--- config.mk ---
export PLATFORM = sky130hd
export DESIGN_NAME = tmp_spi_reader
export DESIGN_NICKNAME = d
export VERILOG_FILES = /design/src/rtl/tmp_spi_pkg.sv /design/src/rtl/tmp_spi_reader_spi_clk_tick.sv /design/src/rtl/tmp_spi_reader.sv
export SDC_FILE = /design/constraint.sdc
export NUM_CORES = 1
export LEC_CHECK = 0
export BUFFER_PORTS_ARGS = -buffer_cell sky130_fd_sc_hd__clkbuf_2
export CORE_ASPECT_RATIO = 0.6
export CORE_UTILIZATION = 60
export CTS_BUF_LIST = sky130_fd_sc_hd__clkbuf_4
export CTS_CLUSTER_DIAMETER = 120
export DETAILED_ROUTE_END_ITERATION = 6
export HOLD_SLACK_MARGIN = 0.15
export PLACE_DENSITY = 0.86
export SYNTH_ARGS = -nofsm -noshare
export SYNTH_HDL_FRONTEND = slang
export SYNTH_HIERARCHICAL = 1
export SYNTH_SLANG_ARGS = --single-unit
export TNS_END_PERCENT = 1
--- constraint.sdc ---
create_clock -name clk_i -period 7.1 [get_ports clk_i]
set_clock_uncertainty 0.1 [all_clocks]
set_input_delay 1.42 -clock clk_i [delete_from_list [all_inputs] [get_ports clk_i]]
set_output_delay 1.42 -clock clk_i [all_outputs]
set_load 0.02 [all_outputs]
--- src/rtl/tmp_spi_pkg.sv ---
// Shared definitions for the TMP121-class SPI temperature reader: FSM states,
// register map, CTRL/STATUS bit positions and the temperature field layout.
package tmp_spi_pkg;

  typedef enum logic [2:0] {
    IDLE,
    SETUP,
    SHIFT,
    HOLD,
    GAP
  } state_e;

  localparam logic REG_CTRL = 1'b0;
  localparam logic REG_DATA = 1'b1;

  localparam int CTRL_START = 0;
  localparam int CTRL_AUTO  = 1;

  localparam int STAT_BUSY = 0;
  localparam int STAT_DONE = 1;
  localparam int STAT_AUTO = 2;

  localparam int TEMP_LSB  = 3;
  localparam int TEMP_BITS = 13;

  // Sign-extend the 13-bit two's-complement reading to a full CPU word.
  function automatic logic [31:0] sext_temp(input logic [TEMP_BITS-1:0] t);
    return {{(32 - TEMP_BITS){t[TEMP_BITS-1]}}, t};
  endfunction

endpackage

--- src/rtl/tmp_spi_reader_spi_clk_tick.sv ---
// Half-period timebase for SCLK: pulses tick_o every CLK_DIV cycles and
// restarts from zero whenever clr_i is asserted.
module spi_clk_tick #(
  parameter int CLK_DIV = 50
) (
  input  logic clk_i,
  input  logic rst_i,
  input  logic clr_i,
  output logic tick_o
);

  localparam int CW = (CLK_DIV > 1) ? $clog2(CLK_DIV) : 1;

  logic [CW-1:0] cnt_q, cnt_d;

  assign tick_o = (cnt_q == CW'(CLK_DIV - 1));

  always_comb begin
    cnt_d = (clr_i || tick_o) ? '0 : cnt_q + CW'(1);
  end

  // NOTE: state registers use non-blocking assignments so every flop samples
  // the pre-edge value of every other flop, independent of process order.
  always_ff @(posedge clk_i) begin
    if (rst_i) cnt_q <= '0;
    else       cnt_q <= cnt_d;
  end

endmodule

--- src/rtl/tmp_spi_reader.sv ---
// Memory-mapped reader for a TMP121-class sensor: single-shot or periodic
// 16-bit SPI frames, with the 13-bit temperature exposed sign-extended.
module tmp_spi_reader
  import tmp_spi_pkg::*;
#(
  parameter int CLK_DIV    = 50,
  parameter int AUTO_GAP   = 25_000_000,
  parameter int FRAME_BITS = 16
) (
  input  logic        clk_i,
  input  logic        rst_i,
  input  logic        addr_bit2_i,
  input  logic        we_i,
  input  logic [31:0] data_i,
  output logic [31:0] data_o,
  output logic        sclk_o,
  output logic        cs_n_o,
  input  logic        miso_i
);

  localparam int BW = (FRAME_BITS > 1) ? $clog2(FRAME_BITS) : 1;
  localparam int GW = $clog2(AUTO_GAP + 1);

  state_e                state_q, state_d;
  logic                  phase_q, phase_d;   // 0 = SCLK low half, 1 = high half
  logic [BW-1:0]         bit_q, bit_d;
  logic [GW-1:0]         gap_q, gap_d;
  logic [FRAME_BITS-1:0] shreg_q, shreg_d;
  logic [TEMP_BITS-1:0]  data_q, data_d;
  logic                  done_q, done_d;
  logic                  auto_q, auto_d;
  logic                  sclk_q, sclk_d;
  logic                  cs_n_q, cs_n_d;

  logic        tick, tick_clr, busy;
  logic        ctrl_we, start_req, auto_rise;
  logic [31:0] status;
  logic        unused_wdata;

  assign unused_wdata = ^data_i[31:2];

  assign ctrl_we   = we_i && (addr_bit2_i == REG_CTRL);
  assign start_req = ctrl_we && data_i[CTRL_START];
  assign auto_rise = ctrl_we && data_i[CTRL_AUTO] && !auto_q;
  assign busy      = (state_q == SETUP) || (state_q == SHIFT) || (state_q == HOLD);
  assign tick_clr  = (state_d != state_q);

  spi_clk_tick #(
    .CLK_DIV (CLK_DIV)
  ) u_tick (
    .clk_i  (clk_i),
    .rst_i  (rst_i),
    .clr_i  (tick_clr),
    .tick_o (tick)
  );

  // NOTE: every signal written here gets a default first, so no path leaves
  // a value unassigned and no latch is inferred.
  always_comb begin
    state_d = state_q;
    phase_d = phase_q;
    bit_d   = bit_q;
    gap_d   = gap_q;
    shreg_d = shreg_q;
    data_d  = data_q;
    done_d  = done_q;
    auto_d  = auto_q;

    if (ctrl_we) begin
      done_d = 1'b0;
      auto_d = data_i[CTRL_AUTO];
    end

    case (state_q)
      IDLE: begin
        if (start_req || auto_rise) state_d = SETUP;
      end
      SETUP: begin
        if (tick) state_d = SHIFT;
      end
      SHIFT: begin
        if (tick) begin
          if (!phase_q) begin
            phase_d = 1'b1;
            shreg_d = {shreg_q[FRAME_BITS-2:0], miso_i};
          end else begin
            phase_d = 1'b0;
            if (bit_q == BW'(FRAME_BITS - 1)) state_d = HOLD;
            else                              bit_d   = bit_q + BW'(1);
          end
        end
      end
      HOLD: begin
        if (tick) begin
          // Frame complete: publish atomically; the set outranks a same-cycle clear.
          data_d  = shreg_q[TEMP_LSB +: TEMP_BITS];
          done_d  = 1'b1;
          state_d = auto_d ? GAP : IDLE;
        end
      end
      GAP: begin
        if (start_req)                          state_d = SETUP;
        else if (!auto_d)                       state_d = IDLE;
        else if (gap_q == GW'(AUTO_GAP - 1))    state_d = SETUP;
        else                                    gap_d   = gap_q + GW'(1);
      end
      default: state_d = IDLE;
    endcase

    if (state_d != state_q) begin
      phase_d = 1'b0;
      bit_d   = '0;
      gap_d   = '0;
    end

    cs_n_d = !((state_d == SETUP) || (state_d == SHIFT) || (state_d == HOLD));
    sclk_d = (state_d == SHIFT) && phase_d;
  end

  always_ff @(posedge clk_i) begin
    if (rst_i) begin
      state_q <= IDLE;
      phase_q <= 1'b0;
      bit_q   <= '0;
      gap_q   <= '0;
      shreg_q <= '0;
      data_q  <= '0;
      done_q  <= 1'b0;
      auto_q  <= 1'b0;
      sclk_q  <= 1'b0;
      cs_n_q  <= 1'b1;
    end else begin
      state_q <= state_d;
      phase_q <= phase_d;
      bit_q   <= bit_d;
      gap_q   <= gap_d;
      shreg_q <= shreg_d;
      data_q  <= data_d;
      done_q  <= done_d;
      auto_q  <= auto_d;
      sclk_q  <= sclk_d;
      cs_n_q  <= cs_n_d;
    end
  end

  assign sclk_o = sclk_q;
  assign cs_n_o = cs_n_q;

  always_comb begin
    status            = '0;
    status[STAT_BUSY] = busy;
    status[STAT_DONE] = done_q;
    status[STAT_AUTO] = auto_q;
  end

  assign data_o = (addr_bit2_i == REG_DATA) ? sext_temp(data_q) : status;

endmodule

==> results of run 1 <==
through the flow:
| stage | std cells | util [%] |
|---|---|---|
| after floorplan | 409 | - |
| after global routing | 502 | 70.1 |
| after CTS | 502 | 70.1 |
| final | 502 | 70.1 |
| after global placement | 486 | 66.6 |
| after detailed placement | 486 | 66.6 |
per-layer routing:
layer / global-route usage (%) / wire length [um]
met3: 6.22 / 373
met2: 38.1 / 3250
met5: 0 / 0
met4: 6.83 / 51
met1: 36.3 / 3620
final timing paths:
check             startpoint  slack (ps)         end  depth (start not counted)
max reg2reg  u_tick/cnt_q[0]        3980  data_q[11]                          6
min reg2reg       shreg_q[1]         350  shreg_q[2]                          2
min               shreg_q[1]         350  shreg_q[2]                          2
max              addr_bit2_i        3230  data_o[25]                          3
state kept, by name, indices dropped and copies added, names as in the netlist:
register      count
sclk_o            1
state_q           3
cs_n_o            1
gap_q            25
done_q            1
phase_q           1
auto_q            1
bit_q             4
data_q           13
u_tick/cnt_q      6
shreg_q          16
synth_stat cells (all sizes together), types with 2 or more instances:
cell type,n,area (um^2)
or4,10,78.8
or2,3,18.8
a211oi,17,133
mux2i,2,20.0
nand3,13,75.1
o31ai,11,82.6
nand2,75,289
buf,26,186
inv,5,18.8
nor4,6,37.5
nand4,8,50.1
nor3,15,75.1
xor2,5,43.8
clkbuf,18,67.6
nor3b,3,22.5
nor4b,3,26.3
a21oi,34,174
or3,11,72.6
dfxtp,72,1440
ha,5,62.6
o21ai,10,50.1
and4,6,52.6
xnor2,10,87.6
nand4b,2,17.5
nor2,13,56.3
mux2,2,22.5
and2,13,82.6
kinds of logic (layout without fill, tap and decap cells):
| family | count (synthesis) | count (layout) |
|---|---|---|
| AO/OA/AOI/OAI | 77 | 77 |
| XOR/XNOR | 15 | 15 |
| adder cells (fa/ha/maj) | 5 | 5 |
| buffers and inverters | 49 | 65 |
| flip-flops | 72 | 72 |
| multiplexers | 4 | 4 |
| AND/OR/NAND/NOR | 187 | 187 |
cell usage in the layout (no fill, tap or decap), types with 5 or more instances in the layout:
master / synthesis / final
or4_1: 9 / 9
nand3_1: 11 / 11
xor2_1: 5 / 5
nand4_1: 8 / 8
clkbuf_4: 0 / 9
xnor2_1: 10 / 10
and2_1: 12 / 12
and4_1: 6 / 6
a21oi_1: 33 / 32
clkbuf_2: 0 / 40
ha_1: 5 / 5
nand2_1: 74 / 74
dfxtp_1: 72 / 72
o31ai_1: 11 / 11
nor2_1: 12 / 12
nor4_1: 6 / 6
or3_1: 8 / 8
nor3_1: 15 / 15
a211oi_1: 16 / 16
o21ai_0: 10 / 10
power by group through the flow:
stage | combinational (mW) | clock, mW | sequential [mW]
3_3_place_gp | 0.0247 | 0 | 0.418
2_1_floorplan | 0.0175 | 0 | 0.418
4_1_cts | 0.0251 | 0.331 | 0.409
6_report | 0.0251 | 0.328 | 0.409
5_1_grt | 0.0277 | 0.350 | 0.410
3_5_place_dp | 0.0249 | 0 | 0.418
worst reg2reg max path, stage by stage, from the launching register on:
cell,delay (ps)
dfxtp_1,420
ha_1,170
nand2_1,110
nor4_1,960
nand4b_1,870
nand2_1,260
a21oi_1,100
final cells by class:
class | count | area [um^2]
timing repair buffer | 44 | 230
sequential | 72 | 1440
clock inverter | 7 | 119
clock buffer | 9 | 67.6
tap | 77 | 96.3
inverter | 5 | 18.8
multi-input combinational | 288 | 1750
fill | 407 | 1590
==> results.md, run 1 <==
- GRT Total Usage: 25.2%
- Synth Warn #: 6
- Yosys reg bits: 72
- Share of cells above drive strength 1: 18.6%
- CP delay by family, top: buffers and inverters
- Iter 0 DRT Violations: 200
- Sw power: 0.170 mW
- Cells after Synth: 409
- Ys flop type: dfxtp_1
- TNS Setup: 0 ps
- FMAX: 259 MHz
- Simple-Gate Fraction of Synth Area: around 29%
- DP HPWL: roughly 5 mm
- Max cap viols: 0
- Mux cell area share after synthesis: 1.23%
- Die Y: between 60 and 70 um
- Routed Wire Length: 7.30 mm
- Slowest-stage cell, CP: and2_2
- Critical Path Sink Type: primary output
- Synth-to-Final Area Change: 7.60%
- WS Path Type: primary input to primary output
- Pwr Total: 0.763 mW
- Cts hold-fix bufs: 0
- Vias per inst: 5.74
- Clock root buffer master: clkbuf_4
- Core area: 5310 um^2
- Worst-Margin Slew: roughly 1200 ps
- Max Slew Vio Count: 0
- Reg clk slew, reported paths: 130 ps
- Placed inst area: 3530 um^2
- EDFF count, synth: 0
- Pin count of the biggest net entering global routing: 38
- Crit path time final: roughly 3900 ps
- XOR/XNOR Fraction of Synth Area: 3.80%
- Compound-gate portion of the synthesized area: between 10% and 20%
- DIE AREA: 6080 um^2
- IO Count: 71
- Synth Net Count: about 450
- Setup ws final: roughly 3200 ps
- Crit path DAT: 2350 ps
- Synth Cell Area: 3460 um^2
- Endpoints failing setup: 0
- Worst EP required: between 5000 and 6000 ps
- Power Density: 205 nW/um^2
- Post-DRT Antenna Nets: 0
- # diodes: 0
- Total gr overflow: 0
- Crit-path max cell delay: 410 ps
- Global-route wire length before repair: 11.9 mm
- RD Place Congestion: between 0.7 and 0.8
- Number of global-route vias before repair: 2,467
- Flop pwr share: 53.7%
- Sequential share of the synthesized area: between 40% and 50%
- Worst-case clock buffer depth: 2
- Initial core utilization: 65.2%
- CTS tree: yes
- Worst skew pair latency: roughly 420 ps
- Sink Count: 72
- VDD IR max: 125 uV
- Iteration count of the initial detailed-routing pass: 4
- Routed via count: 2,880
- Outcome: completed
- DR WL/cell: 14.5 um
- LEAKAGE: 1.25 nW
- Setup Fix Bufs, Post-CTS: 0
- Worst-path cell chain: clkbuf_2 > and2_2 > clkbuf_2
- Sw Share: 22.2%
- H-tree depth: 3
- DRC Markers: 0
- Synth Area in Adders: under 10%
- Post-layout instance area: about 3700 um^2
- Clk network pwr share: 43.0%
- Die width: ~100 um
- Gate power share: approximately 3.3%
- Hold Vio Cnt, Final: 0
- RSZ-0062 raised after global routing: false
- Critical path's most frequent cell: clkbuf_2
- Pre-CTS setup slack: 3230 ps
- CTS resizes: 0
- Synth unique cells: 50
- NumNets Final: 462
- Worst path bufs/invs: 2
- Tcrit/Tclk final: 54.5%
- Syn avg cell area: between 8 and 9 um^2
- Hold_ws: 348 ps
- Clock buffer count from CTS: 9
- IO buf count: 40
- Slew HR: about 16%
- Site Rows: 20
- HP Class: flop to flop
- Startpoint Class: primary input
- Largest family of logic cells by synthesized area: simple AND/OR/NAND/NOR gates
- Antenna violations before repair: 0
- Int Pwr: approximately 0.6 mW
- Max FO, Critical Path: 20
- Share of async-settable or async-resettable flops after synthesis: 0%
Note: power is estimated with default switching activity, not from simulation.
==> run 2: changes to the inputs <==
--- a/config.mk
+++ b/config.mk
@@ -7,12 +7,12 @@
 export LEC_CHECK = 0
 export BUFFER_PORTS_ARGS = -buffer_cell sky130_fd_sc_hd__clkbuf_2
 export CORE_ASPECT_RATIO = 0.6
-export CORE_UTILIZATION = 60
+export CORE_UTILIZATION = 57
 export CTS_BUF_LIST = sky130_fd_sc_hd__clkbuf_4
 export CTS_CLUSTER_DIAMETER = 120
 export DETAILED_ROUTE_END_ITERATION = 6
 export HOLD_SLACK_MARGIN = 0.15
-export PLACE_DENSITY = 0.86
+export PLACE_DENSITY = 0.83
 export SYNTH_ARGS = -nofsm -noshare
 export SYNTH_HDL_FRONTEND = slang
 export SYNTH_HIERARCHICAL = 1
==> constraint.sdc (replaced) <==
create_clock -name clk_i -period 3.8 [get_ports clk_i]
set_clock_uncertainty 0.1 [all_clocks]
set_input_delay 0.76 -clock clk_i [delete_from_list [all_inputs] [get_ports clk_i]]
set_output_delay 0.76 -clock clk_i [all_outputs]
set_load 0.02 [all_outputs]
==> results.md, run 2 (synthesis results as in run 1) <==
- Outcome: completed
- DIE AREA: 6390 um^2 (+5.1%)
- CTS resizes: 0 (unchanged)
- RD Place Congestion: 0.828 (+4.0%)
- Post-DRT Antenna Nets: 0 (unchanged)
- LEAKAGE: 1.23 nW (-1.1%)
- Global-route wire length before repair: 12.4 mm (+4.5%)
- Max reg flops: 25 (unchanged)
- WS Path Type: primary input to flop
- Critical Path Sink Type: flop
- DRC Markers: 0 (unchanged)
- Crit path time final: around 2700 ps
- GRT Total Usage: 25.2% (-0.046 points)
- Worst-case clock buffer depth: 2 (unchanged)
- Most flop-heavy register: gap_q
- Cts hold-fix bufs: 0 (unchanged)
- Gate power share: 3.7% (+0.4 points)
- IO Count: 71 (unchanged)
- Hold_ws: 345 ps (-3.17 ps)
- TNS Setup: 0 ps (unchanged)
- CTS tree: yes
- Die width: 103 um (+2.5%)
- Hold Vio Cnt, Final: 0 (unchanged)
- Highest-count cells in the layout ignoring fill and taps: 74 x nand2_1, 72 x dfxtp_1, 40 x clkbuf_2
- VDD IR max: 270 uV (+120%)
- Worst EP required: 4040 ps (-1540 ps)
- Initial core utilization: 60.6% (-4.5 points)
- IO buf count: 40 (unchanged)
- Flop pwr share: 59.7% (+6.0 points)
- Share of cells above drive strength 1: 19.2% (+0.57 points)
- Max Slew Vio Count: 0 (unchanged)
- Max cap viols: 0 (unchanged)
- Clock buffer count from CTS: 9 (unchanged)
- Clock root buffer master: clkbuf_4
- Worst skew pair latency: 440 ps (+20 ps)
- Placed Cells: 493 (+1.4%)
- Sw Share: 24.5% (+2.3 points)
- FMAX: 367 MHz
- Slew HR: 51.5% (+36 points)
- Vias per inst: 5.76 (+0.43%)
- Sink Count: 72 (unchanged)
- Commonest non-fill, non-tap cell in the layout: nand2_1
- Routed Wire Length: 7.26 mm (-0.48%)
- Total gr overflow: 0 (unchanged)
- Synth-to-Final Area Change: 6.91%
- Pwr Total: 1.28 mW (+68%)
- Site Rows: 21 (+5.0%)
- Crit path DAT: 2960 ps (+610 ps)
- Number of global-route vias before repair: 2,688 (+9.0%)
- Pin count of the biggest net entering global routing: 38 (unchanged)
- HP Class: flop to flop
- Core area: 5700 um^2 (+7.5%)
- Startpoint Class: primary input
- Fin cells: 508 (+1.2%)
- DP HPWL: 4.91 mm (+0.76%)
- Setup Fix Bufs, Post-CTS: 0 (unchanged)
- Sw power: 0.314 mW (+86%)
- Max FO, Critical Path: 16 (-20%)
- Worst-Margin Slew: 707 ps (-543 ps)
- Endpoints failing setup: 0 (unchanged)
- Iter 0 DRT Violations: 168 (-16%)
- Power Density: 347 nW/um^2 (+69%)
- H-tree depth: 3 (unchanged)
- Clk network pwr share: 36.7% (-6.3 points)
- Tcrit/Tclk final: 71.7%
- # diodes: 0 (unchanged)
- Reg clk slew, reported paths: 120 ps (about the same)
- Antenna violations before repair: 0 (unchanged)
- RSZ-0062 raised after global routing: false
- DR WL/cell: 14.3 um (-1.7%)
- Largest regs: gap_q x25, shreg_q x16, data_q x13
- Iteration count of the initial detailed-routing pass: 5 (+1)
- Die Y: 62.3 um (+2.5%)
- Routed via count: 2,927 (+1.6%)
- Int Pwr: 0.968 mW (+63%)
- NumNets Final: 466 (+0.87%)
## run 2: cell types whose count changed in the layout (fill, tap and decap cells not counted)
cell        previous run  this run
buf_4                  4         8
bufinv_16              3         1
clkinv_2               0         1
clkinv_4               1         0
clkinvlp_4             1         3
inv_6                  1         0
## run 2: power groups by stage
stage | Clock [mW] | Combinational, mW | Sequential (mW)
2_1_floorplan | 0 | 0.0327 | 0.782
3_3_place_gp | 0 | 0.0458 | 0.782
3_5_place_dp | 0 | 0.0464 | 0.782
4_1_cts | 0.480 | 0.0467 | 0.765
5_1_grt | 0.509 | 0.0521 | 0.766
6_report | 0.470 | 0.0470 | 0.765
## run 2: layout make-up
| type | count | area [um^2] |
|---|---|---|
| clock buffer | 9 | 67.6 |
| clock inverter | 6 | 61.3 |
| fill | 520 | 2010 |
| inverter | 5 | 18.8 |
| multi-input combinational | 288 | 1750 |
| sequential | 72 | 1440 |
| tap | 80 | 100 |
| timing repair buffer | 48 | 260 |
## run 2: final timing paths
kind | start | end | slack (ps) | cells after the start
worst max-delay path | addr_bit2_i | gap_q[22] | 1070 | 7
worst min-delay path | shreg_q[0] | shreg_q[1] | 350 | 2
worst max register to register | gap_q[0] | gap_q[22] | 1400 | 6
worst min register to register | shreg_q[0] | shreg_q[1] | 350 | 2
## run 2: critical path: stages
cell,delay [ps]
clkbuf_2,210
nor2b_2,230
mux2i_1,260
buf_4,250
or3_1,490
or3_2,490
a211oi_1,270
## run 2: through the flow
step,worst slack [ps],utilization [%],instance area (um^2)
CTS,1140,64.8,3700
floorplan,1350,-,3460
global route,962,64.8,3700
global placement,734,62.6,3570
finish,1070,64.8,3700
detailed placement,682,62.6,3570
## run 2: metal layers
layer  wire length (um)  GRT usage (%)  part of all wire [%]
met5                  0              0                     0
met4                 91           7.86                   1.3
met3                446           9.91                   6.1
met2               3190           36.6                    44
met1               3540           34.1                    49
